--- src/rtl/ucode_issue_ctrl.sv ---
// MUL issue controller between IF and ID: removes MUL from the fetch stream, starts the
// microcode sequencer and muxes its output into ID. Optional checker: UCODE_ISSUE_CHECK_EN.
module ucode_issue_ctrl #(
    parameter logic [6:0]  MUL_OPCODE = 7'b0110011,
    parameter logic [31:0] NOP_INSTR  = 32'hC800_0000
) (
    input  logic        clk,
    input  logic        rst,
    input  logic [31:0] if_instr,
    input  logic        if_valid,
    output logic        if_ready,
    output logic        start_mul,
    output logic [3:0]  dest_reg,
    output logic [3:0]  source_reg,
    output logic [15:0] immediate,
    input  logic [31:0] ucode_instr,
    output logic [31:0] id_instr,
    output logic        id_valid,
    output logic        ucode_busy
`ifdef UCODE_ISSUE_CHECK_EN
    ,
    output logic        ucode_err
`endif
);

    typedef enum logic [1:0] {
        ST_PASS   = 2'd0,
        ST_INJECT = 2'd1,
        ST_DRAIN  = 2'd2
    } state_t;

    state_t        state_r;
    logic [16:0]   cnt_r;
    logic [3:0]    rd_r;
    logic [3:0]    rs_r;
    logic [15:0]   imm_r;
    logic          is_mul_s;
    logic          pass_valid_s;

    assign is_mul_s     = (if_instr[31:25] == MUL_OPCODE);
    assign pass_valid_s = if_valid & ~is_mul_s;

    // Output mux; outputs are held at their reset values while rst is asserted
    always_comb begin
        if_ready   = 1'b0;
        start_mul  = 1'b0;
        id_valid   = 1'b0;
        id_instr   = NOP_INSTR;
        dest_reg   = rd_r;
        source_reg = rs_r;
        immediate  = imm_r;
        ucode_busy = 1'b0;
        if (rst) begin
            if_ready = 1'b0;
        end else begin
            case (state_r)
                ST_PASS: begin
                    if_ready   = 1'b1;
                    start_mul  = if_valid & is_mul_s;
                    id_valid   = pass_valid_s;
                    id_instr   = pass_valid_s ? if_instr : NOP_INSTR;
                    dest_reg   = if_instr[24:21];
                    source_reg = if_instr[20:17];
                    immediate  = if_instr[15:0];
                end
                ST_INJECT: begin
                    id_valid   = 1'b1;
                    id_instr   = ucode_instr;
                    ucode_busy = 1'b1;
                end
                ST_DRAIN: begin
                    ucode_busy = 1'b1;
                end
                default: begin
                    ucode_busy = 1'b0;
                end
            endcase
        end
    end

    // State, remaining-instruction counter and MUL operand latches
    always_ff @(posedge clk or posedge rst) begin
        if (rst) begin
            state_r <= ST_PASS;
            cnt_r   <= 17'd0;
            rd_r    <= 4'd0;
            rs_r    <= 4'd0;
            imm_r   <= 16'd0;
        end else begin
            case (state_r)
                ST_PASS: begin
                    if (if_valid && is_mul_s) begin
                        rd_r    <= if_instr[24:21];
                        rs_r    <= if_instr[20:17];
                        imm_r   <= if_instr[15:0];
                        // imm==0 yields a single SUB; otherwise MOV plus imm ADDs
                        cnt_r   <= (if_instr[15:0] == 16'd0) ? 17'd1
                                                             : {1'b0, if_instr[15:0]} + 17'd1;
                        state_r <= ST_INJECT;
                    end
                end
                ST_INJECT: begin
                    cnt_r <= cnt_r - 17'd1;
                    if (cnt_r == 17'd1) begin
                        state_r <= ST_DRAIN;
                    end
                end
                ST_DRAIN: begin
                    state_r <= ST_PASS;
                end
                default: begin
                    state_r <= ST_PASS;
                end
            endcase
        end
    end

`ifdef UCODE_ISSUE_CHECK_EN
    localparam logic [6:0] OP_MOV = 7'b0000000;
    localparam logic [6:0] OP_ADD = 7'b0110001;
    localparam logic [6:0] OP_SUB = 7'b0110010;

    logic       first_r;
    logic [6:0] exp_op_s;
    logic       err_hit_s;

    always_comb begin
        exp_op_s  = OP_ADD;
        err_hit_s = 1'b0;
        if (imm_r == 16'd0) begin
            exp_op_s = OP_SUB;
        end else if (first_r) begin
            exp_op_s = OP_MOV;
        end else begin
            exp_op_s = OP_ADD;
        end
        if (state_r == ST_INJECT) begin
            err_hit_s = (ucode_instr[31:25] != exp_op_s);
        end else if (state_r == ST_DRAIN) begin
            err_hit_s = (ucode_instr != NOP_INSTR);
        end else begin
            err_hit_s = 1'b0;
        end
    end

    // First-INJECT-cycle flag and sticky sequencer error
    always_ff @(posedge clk or posedge rst) begin
        if (rst) begin
            first_r   <= 1'b0;
            ucode_err <= 1'b0;
        end else begin
            first_r   <= (state_r == ST_PASS) && if_valid && is_mul_s;
            ucode_err <= ucode_err | err_hit_s;
        end
    end
`endif

endmodule

--- config.mk ---
export PLATFORM = sky130hd
export DESIGN_NAME = ucode_issue_ctrl
export DESIGN_NICKNAME = d
export VERILOG_FILES = /design/src/rtl/ucode_issue_ctrl.sv
export SDC_FILE = /design/constraint.sdc
export NUM_CORES = 1
export LEC_CHECK = 0
export CAP_MARGIN = 20
export CORE_ASPECT_RATIO = 1.2
export CORE_MARGIN = 2
export CORE_UTILIZATION = 44
export DETAILED_ROUTE_END_ITERATION = 6
export HOLD_SLACK_MARGIN = 0.08
export PLACE_DENSITY = 0.88
export SLEW_MARGIN = 10
export SYNTH_ARGS = -nofsm -noshare
export SYNTH_HDL_FRONTEND = slang
export SYNTH_SLANG_ARGS = --single-unit
--- constraint.sdc ---
create_clock -name clk -period 4.1 [get_ports clk]
set_clock_uncertainty 0.1 [all_clocks]
set_input_delay 0.82 -clock clk [delete_from_list [all_inputs] [get_ports clk]]
set_output_delay 0.82 -clock clk [all_outputs]
set_load 0.01 [all_outputs]
-- Yosys cells after proc, flatten, opt, wreduce, memory -nomap -nowiden
Cells that the tools add are included.
- output and inout bits: 60
- flip-flop bits (word level): 43
- input bits: 67
- word-level logic and storage cells: 47
- bitwise gates (word level): 3
- eq/ne operators: 6
- reductions and logical operators: 8
- add/subtract/negate cells: 2
- mux-type cells: 23
- operator list (kind ; number):
    $mux W32 ; 2
    $pmux W32 S2 ; 1
    $mux W17 ; 2
    $pmux W17 S2 ; 1
    $mux W16 ; 2
    $add A16 B1 Y17 const B ; 1
    $eq A17 B1 Y1 const B ; 1
    $sub A17 B1 Y17 const B ; 1
    $logic_not A16 Y1 ; 1
    $mux W4 ; 4
    $eq A7 B6 Y1 const B ; 1
    $mux W1 ; 7
    $reduce_and A2 Y1 ; 3
    $mux W2 ; 2
    $ne A2 B2 Y1 const B ; 2
    $pmux W2 S2 ; 1
    $and A1 B1 Y1 ; 2
    $eq A2 B1 Y1 const B ; 1
    $eq A2 B2 Y1 const B ; 1
    $logic_not A2 Y1 ; 1
    $pmux W1 S2 ; 1
    $reduce_bool A2 Y1 ; 1
    $reduce_or A2 Y1 ; 1
    $logic_and A1 B1 Y1 ; 1
    $not A1 Y1 ; 1

-- Logic depth before layout (Yosys ltp)
Gate-level depths: netlist of run 1.
- word-level depth: 6
- gate-level depth with buffers: 9
- gate-level depth less buffers: 7

-- Least setup slack after synthesis of run 1
Ideal clock, no wire load.
- path type: input to output
- from: input rst
- to: output id_instr[30]
- buffers on the path: 1
- arrival time: 2.522 ns
- stages: 5
- setup slack: 0.658 ns
- required time: 3.180 ns
- cells stage by stage: inv_1 > o21ai_1 > clkbuf_1 > a21oi_1 > nand2_1
- longest elaborated chain between the ends: 1
- RTL lines (item ; RTL line ; RTL):
    start: declaration ; 8 ; input logic rst,
    $mux W32 ; 53 ; if (rst) begin
    end: declaration ; 17 ; output logic [31:0] id_instr,
No other way between the ends.

-- Worst setup path after layout of run 1
- from: input if_instr[31]
- to: output id_instr[8]
- longest elaborated chain between the ends: 6
- RTL lines (item ; RTL line ; RTL):
    start: declaration ; 9 ; input logic [31:0] if_instr,
    $eq A7 B6 Y1 ; 40 ; assign is_mul_s = (if_instr[31:25] == MUL_OPCODE);
    $not A1 Y1 ; 41 ; assign pass_valid_s = if_valid & ~is_mul_s;
    $and A1 B1 Y1 ; 41 ;
    $mux W32 ; 61 ; id_instr = pass_valid_s ? if_instr : NOP_INSTR;
    $pmux W32 S2 ; 56 ; case (state_r)
    $mux W32 ; 53 ;
No other way between the ends.

==> results of run 1 <==
[stage by stage]
| step | util (%) | hold WS (ns) | setup slack, ns |
|---|---|---|---|
| floorplan | - | 0.346 | 0.658 |
| global placement | 63.8 | 0.363 | 0.271 |
| detailed placement | 63.8 | 0.373 | 0.182 |
| CTS | 64.9 | 0.407 | 0.181 |
| global route | 64.9 | 0.423 | 0.110 |
| finish | 64.9 | 0.399 | 0.182 |
[layout make-up]
class | count | area [µm²] | share of cell area [%]
multi-input cells | 285 | 2010 | 43.0
repair buffers | 134 | 1330 | 28.6
flip-flops and latches | 43 | 1080 | 23.1
well taps | 90 | 113 | 2.41
clock buffers | 7 | 76.3 | 1.64
inverters | 15 | 56.3 | 1.21
clock inverters | 1 | 5.00 | 0.107
[cells by family (layout without fill, tap and decap cells)]
kind of cell | Yosys count | after routing | synth area share [%]
buffers and inverters | 43 | 157 | 5.22
XOR/XNOR | 14 | 14 | 3.79
multiplexers | 45 | 45 | 15.6
flip-flops | 43 | 43 | 33.3
AO/OA/AOI/OAI | 90 | 90 | 19.4
adder cells (fa/ha/maj) | 7 | 7 | 2.71
AND/OR/NAND/NOR | 129 | 129 | 19.9
[metal layers]
metal | global-route usage [%] | routed length [µm]
met4 | 8.33 | 255
met2 | 43.1 | 4980
met5 | 0 | 0
met1 | 29.7 | 3880
met3 | 5.45 | 523
[final timing paths]
check / endpoint / slack [ns] / cells after the start
max in group asynchronous: imm_r[0]$_DFFE_PP0P_ / 2.48 / 3
worst max register to register: cnt_r[13]$_DFFE_PP0P_ / 1.43 / 8
worst max-delay path: id_instr[8] / 0.18 / 8
min in group asynchronous: cnt_r[6]$_DFFE_PP0P_ / 1.04 / 3
worst min-delay path: imm_r[4]$_DFFE_PP0P_ / 0.40 / 2
worst min register to register: imm_r[4]$_DFFE_PP0P_ / 0.40 / 2
[power by group through the flow]
stage	Sequential, mW	Clock, mW	Combinational, mW
floorplan	0.595	0	0.757
global placement	0.617	0	1.20
detailed placement	0.626	0	1.23
CTS	0.618	0.273	1.24
global route	0.634	0.290	1.35
finish	0.620	0.268	1.24
[layout by cell type, fill, tap and decap left out, types with 2 or more instances in the layout]
cell type / count
a21boi_0: 2
a21o_1: 4
a21oi_1: 11
a221oi_1: 2
a22oi_1: 30
buf_4: 7
clkbuf_1: 2
clkbuf_8: 5
clkdlybuf4s50_1: 126
dfrtp_1: 43
ha_1: 6
inv_1: 15
mux2_2: 43
nand2_1: 30
nand2b_1: 2
nand3_1: 10
nand4_1: 6
nor2_1: 46
nor2_2: 2
nor2b_1: 3
nor3_1: 10
nor3b_1: 2
nor4_1: 6
nor4_2: 2
o211ai_1: 3
o21a_1: 3
o21ai_0: 17
o221ai_1: 6
o311ai_0: 2
o31ai_1: 2
xnor2_1: 8
xor2_1: 6
[registers in the layout, summed over array words and instances (netlist names)]
name     cells
cnt_r       17
imm_r       16
rd_r         4
rs_r         4
state_r      2
[critical path: stages]
cell	delay [ns]
clkdlybuf4s50_1	0.47
and4bb_2	0.27
a41o_1	0.28
nor2_2	0.16
buf_12	0.20
a22oi_1	0.09
nor2_1	0.13
clkdlybuf4s50_1	0.57
==> metrics.md, run 1 <==
| Metric | Value |
|---|---|
| Clk pwr share | 12.6% |
| Yosys Warn Count | 0 |
| Total Neg Setup Slack | 0 ns |
| Chip Height | 97.9 µm |
| PD cells | 455 nW/µm² |
| Diode count | 0 |
| Largest net degree at the start of global routing | 44 |
| CTS Sinks | 43 |
| Pint | 1.25 mW |
| DR iter-0 viols | 257 |
| Final max-slew violation count | 0 |
| Total gr overflow | 0 |
| Minimum clock period | 3.92 ns |
| Syn_nets | 445 |
| Hold Crit Class | reg2reg |
| Resized Gates After CTS | 0 |
| Chip width | 82.3 µm |
| Clock Root Buffer | clkbuf_8 |
| H-tree depth | 2 |
| TritonCTS Buffers | 5 |
| Initial antenna violation count | 0 |
| Synth top area cells | dfrtp_1 33%, mux2_2 15%, a22oi_1 7.0%, nor2_1 5.6%, nand2_1 3.5% |
| IO buf count | 126 |
| Async S/R FF share, synth | 100% |
| DRT antenna net count | 0 |
| CP Launch Type | input pin |
| Clk_lat worst skew | 0.30 ns |
| Post-DR wirelength/cell | 16.8 µm |
| Final-report hold violation count | 0 |
| Logic gate share of total power | 58.2% |
| Area growth syn-to-layout | 44.3% |
| Worst setup EP type | output pin |
| Final WL | 9640 µm |
| FILL cells | 535 |
| Flop pwr share | 29.2% |
| Sw frac | 41.2% |
| DRC viols | 0 |
| Pre-antenna DRT Iters | 4 |
| Synth Register Bits | 43 |
| Top-count cell post-synth | nor2_1 |
| Non-filler cells, final | 575 |
| Fin crit share | 95.6% |
| Placed cell areas | 4580 µm² |
| Final total power | 2.12 mW |
| CTS clk-pin slew, worst paths | 0.09 ns |
| Placer Congestion | 0.872 |
| Cell Area, Synth | 3230 µm² |
| Setup violators final | 0 |
| Slew HR | 57.2% |
| Post-cts hold buffer count | 0 |
| Vias in the first global route | 3399 |
| Synth unique cells | 50 |
| CTS tree | built |
| MaxCap Viol Count | 0 |
| Setup CP Type | in2out |
| Ports | 127 |
| R2r startpoint | state_r[1]$_DFFE_PP0P_ |
| Peak Freq | 0.255 GHz |
| Via count | 3308 |
| All-Layer GR Usage | 24.8% |
| RSZ-0062 raised after global routing | false |
| Synth Flop Type | dfrtp_1 |
| Least-Margin Pin Slew | 0.637 ns |
| Worst Path Max Fanout | 29 |
| # rows | 34 |
| Top cell type's share of synthesized area | 33.3% |
| Placed cells | 567 |
| First-pass GRT wire length | 16000 µm |
| CP arrival | 3.00 ns |
| Full die area | 8050 µm² |
| Layout cells sized above 1 | 14.4% |
| Worst Setup SP | if_instr[31] |
| Avg Cell Area, Syn | 8.71 µm² |
| Post-DP HPWL | 7140 µm |
| Post-CTS setup buffers | 0 |
| Cells after Synth | 371 |
| Critical Path RT | 3.18 ns |
| Max IR drop VDD | 259 µV |
| Commonest cells post-synth | 48 x nor2_1, 43 x dfrtp_1, 43 x mux2_2, 30 x a22oi_1, 30 x nand2_1 |
| Leakage | 1.93 nW |
| Hold_sp | imm_r[4]$_DFFE_PP0P_ |
| Sequential share of the synthesized area | 33.3% |
| Fin area | 4670 µm² |
| DR vias/cell | 5.75 |
| Initial Util | 45.0% |
| Core ar. | 7190 µm² |
| CTS Buffer Depth | 2 |
| Area leader, netlist | dfrtp_1 |
| Post-layout net count | 558 |
| Post-synth EDFFs | 0 |
| Outcome | complete, no violations |
| Switching pwr | 0.876 mW |
Power figures use the tool's default switching activity.
==> run 2: changes to the inputs <==
--- a/config.mk
+++ b/config.mk
@@ -8,10 +8,10 @@
 export CAP_MARGIN = 20
 export CORE_ASPECT_RATIO = 1.2
 export CORE_MARGIN = 2
-export CORE_UTILIZATION = 44
+export CORE_UTILIZATION = 48
 export DETAILED_ROUTE_END_ITERATION = 6
 export HOLD_SLACK_MARGIN = 0.08
-export PLACE_DENSITY = 0.88
+export PLACE_DENSITY = 0.94
 export SLEW_MARGIN = 10
 export SYNTH_ARGS = -nofsm -noshare
 export SYNTH_HDL_FRONTEND = slang
==> constraint.sdc (replaced) <==
create_clock -name clk -period 5 [get_ports clk]
set_clock_uncertainty 0.1 [all_clocks]
set_input_delay 1 -clock clk [delete_from_list [all_inputs] [get_ports clk]]
set_output_delay 1 -clock clk [all_outputs]
set_load 0.01 [all_outputs]
==> metrics.md, run 2 (synthesis gave the netlist of run 1 again) <==
| Metric | Value |
|---|---|
| Total gr overflow | 0 (unchanged) |
| Hold Crit Class | reg2reg |
| Most common cell after layout, fill and taps aside | clkdlybuf4s50_1 |
| Chip Height | 93.9 µm (-4.1%) |
| Max reg flops | 17 (unchanged) |
| IO buf count | 126 (unchanged) |
| CP arrival | 3.33 ns (+0.33 ns) |
| Post-CTS setup buffers | 0 (unchanged) |
| First-pass GRT wire length | 16300 µm (+2.3%) |
| CP Launch Type | input pin |
| Post-layout net count | 557 (-0.18%) |
| CTS clk-pin slew, worst paths | 0.08 ns (about the same) |
| Layout cells sized above 1 | 14.0% (-0.38 points) |
| Diode count | 0 (unchanged) |
| All-Layer GR Usage | 27.6% (+2.8 points) |
| Largest Register | cnt_r |
| Placed cell areas | 4560 µm² (-0.46%) |
| TritonCTS Buffers | 5 (unchanged) |
| Largest net degree at the start of global routing | 52 (+18%) |
| Post-cts hold buffer count | 0 (unchanged) |
| CP cell instances | clkdlybuf4s50_1 > and4bb_2 > a41o_1 > nor2_2 > buf_4 > a22oi_1 > nor2_1 > clkdlybuf4s50_1 |
| Crit-path max cell delay | 0.57 ns (about the same) |
| Chip width | 78.9 µm (-4.0%) |
| Fin area | 4640 µm² (-0.46%) |
| Most used cell, CP | clkdlybuf4s50_1 |
| CTS tree | built |
| CTS Buffer Depth | 2 (unchanged) |
| Most frequent cells in the layout | 126 x clkdlybuf4s50_1, 46 x nor2_1, 43 x mux2_2, 43 x dfrtp_1 |
| Pre-antenna DRT Iters | 5 (+1) |
| Resized Gates After CTS | 0 (unchanged) |
| Placer Congestion | 0.851 (-2.4%) |
| DRT antenna net count | 0 (unchanged) |
| Minimum clock period | 4.43 ns |
| Leakage | 1.93 nW (-0.31%) |
| Peak Freq | 0.226 GHz |
| Sequential Area | 1080 µm² (unchanged) |
| Hold_sp | state_r[1]$_DFFE_PP0P_ |
| Final-report hold violation count | 0 (unchanged) |
| CTS Sinks | 43 (unchanged) |
| # rows | 32 (-5.9%) |
| Fin crit share | 88.5% |
| Biggest regs | cnt_r (17), imm_r (16) |
| DR vias/cell | 5.99 (+4.1%) |
| Core ar. | 6490 µm² (-9.8%) |
| Initial Util | 49.8% (+4.9 points) |
| MaxCap Viol Count | 0 (unchanged) |
| Setup CP Type | in2out |
| Via count | 3407 (+3.0%) |
| Final total power | 1.75 mW (-18%) |
| Worst setup EP type | output pin |
| Vias in the first global route | 3444 (+1.3%) |
| Total Neg Setup Slack | 0 ns (unchanged) |
| Ports | 127 (unchanged) |
| Worst Setup SP | if_instr[31] |
| Post-DR wirelength/cell | 17.9 µm (+6.5%) |
| Full die area | 7410 µm² (-8.0%) |
| R2r startpoint | state_r[0]$_DFFE_PP0P_ |
| Worst Path Max Fanout | 30 (+3.4%) |
| DRC viols | 0 (unchanged) |
| DR iter-0 viols | 284 (+11%) |
| Final WL | 10200 µm (+5.4%) |
| Critical Path RT | 3.90 ns (+0.72 ns) |
| FILL cells | 429 (-20%) |
| Post-DP HPWL | 7590 µm (+6.2%) |
| PD cells | 376 nW/µm² (-17%) |
| Slowest CP cell | clkdlybuf4s50_1 |
| RSZ-0062 raised after global routing | false |
| H-tree depth | 2 (unchanged) |
| Outcome | complete, no violations |
| Area growth syn-to-layout | 43.7% |
| Initial antenna violation count | 0 (unchanged) |
| Setup violators final | 0 (unchanged) |
| Max IR drop VDD | 218 µV (-16%) |
| Clk_lat worst skew | 0.30 ns (about the same) |
| Multi-input gate area | 2000 µm² (-0.12%) |
| Least-Margin Pin Slew | 0.705 ns (+0.0685 ns) |
| Slew HR | 52.8% (-4.4 points) |
| Final max-slew violation count | 0 (unchanged) |
| Clock Root Buffer | clkbuf_8 |
==> run 2: stage by stage <==
step	utilization, %	setup WS, ns	hold WS, ns	instances
final	71.6	0.574	0.395	569
after global routing	71.6	0.519	0.425	569
after CTS	71.6	0.619	0.400	569
after detailed placement	70.4	0.621	0.381	561
after global placement	70.1	0.669	0.362	560
after floorplan	-	1.20	0.346	371
==> run 2: worst max-delay path: cells and delay by family <==
kind | cells | cell delay, ns
AO/OA/AOI/OAI | 2 | 0.40
buffers and inverters | 3 | 1.37
AND/OR/NAND/NOR | 3 | 0.55
==> run 2: worst paths after layout <==
path                                          endpoint  slack, ns  depth (start not counted)
worst min-delay path            state_r[1]$_DFFE_PP0P_       0.39                          1
worst max register to register    cnt_r[7]$_DFFE_PP0P_       2.23                          7
worst min register to register  state_r[1]$_DFFE_PP0P_       0.39                          1
worst max-delay path                      id_instr[13]       0.57                          8
min in group asynchronous        cnt_r[14]$_DFFE_PP0P_       1.25                          3
max in group asynchronous         imm_r[3]$_DFFE_PP0P_       3.17                          3
==> run 2: routing by layer <==
| layer | global-route usage, % | vias up | part of all wire [%] |
|---|---|---|---|
| met5 | 0 | - | 0 |
| met4 | 12.9 | 0 | 4.2 |
| met3 | 5.00 | 39 | 5.9 |
| met2 | 49.6 | 169 | 52 |
| met1 | 31.6 | 1616 | 38 |
| li1 | - | 1583 | - |
==> run 2: power breakdown <==
part	internal, mW	switching, mW
logic	0.496	0.521
clock network	0.0983	0.121
registers	0.422	0.0881
==> run 2: final cells by class <==
type	instances	area share, %
Clock inverter	1	0.108
Multi-Input combinational cell	285	43.1
Timing Repair Buffer	133	28.4
Inverter	15	1.21
Tap cell	85	2.29
Sequential cell	43	23.2
Clock buffer	7	1.64
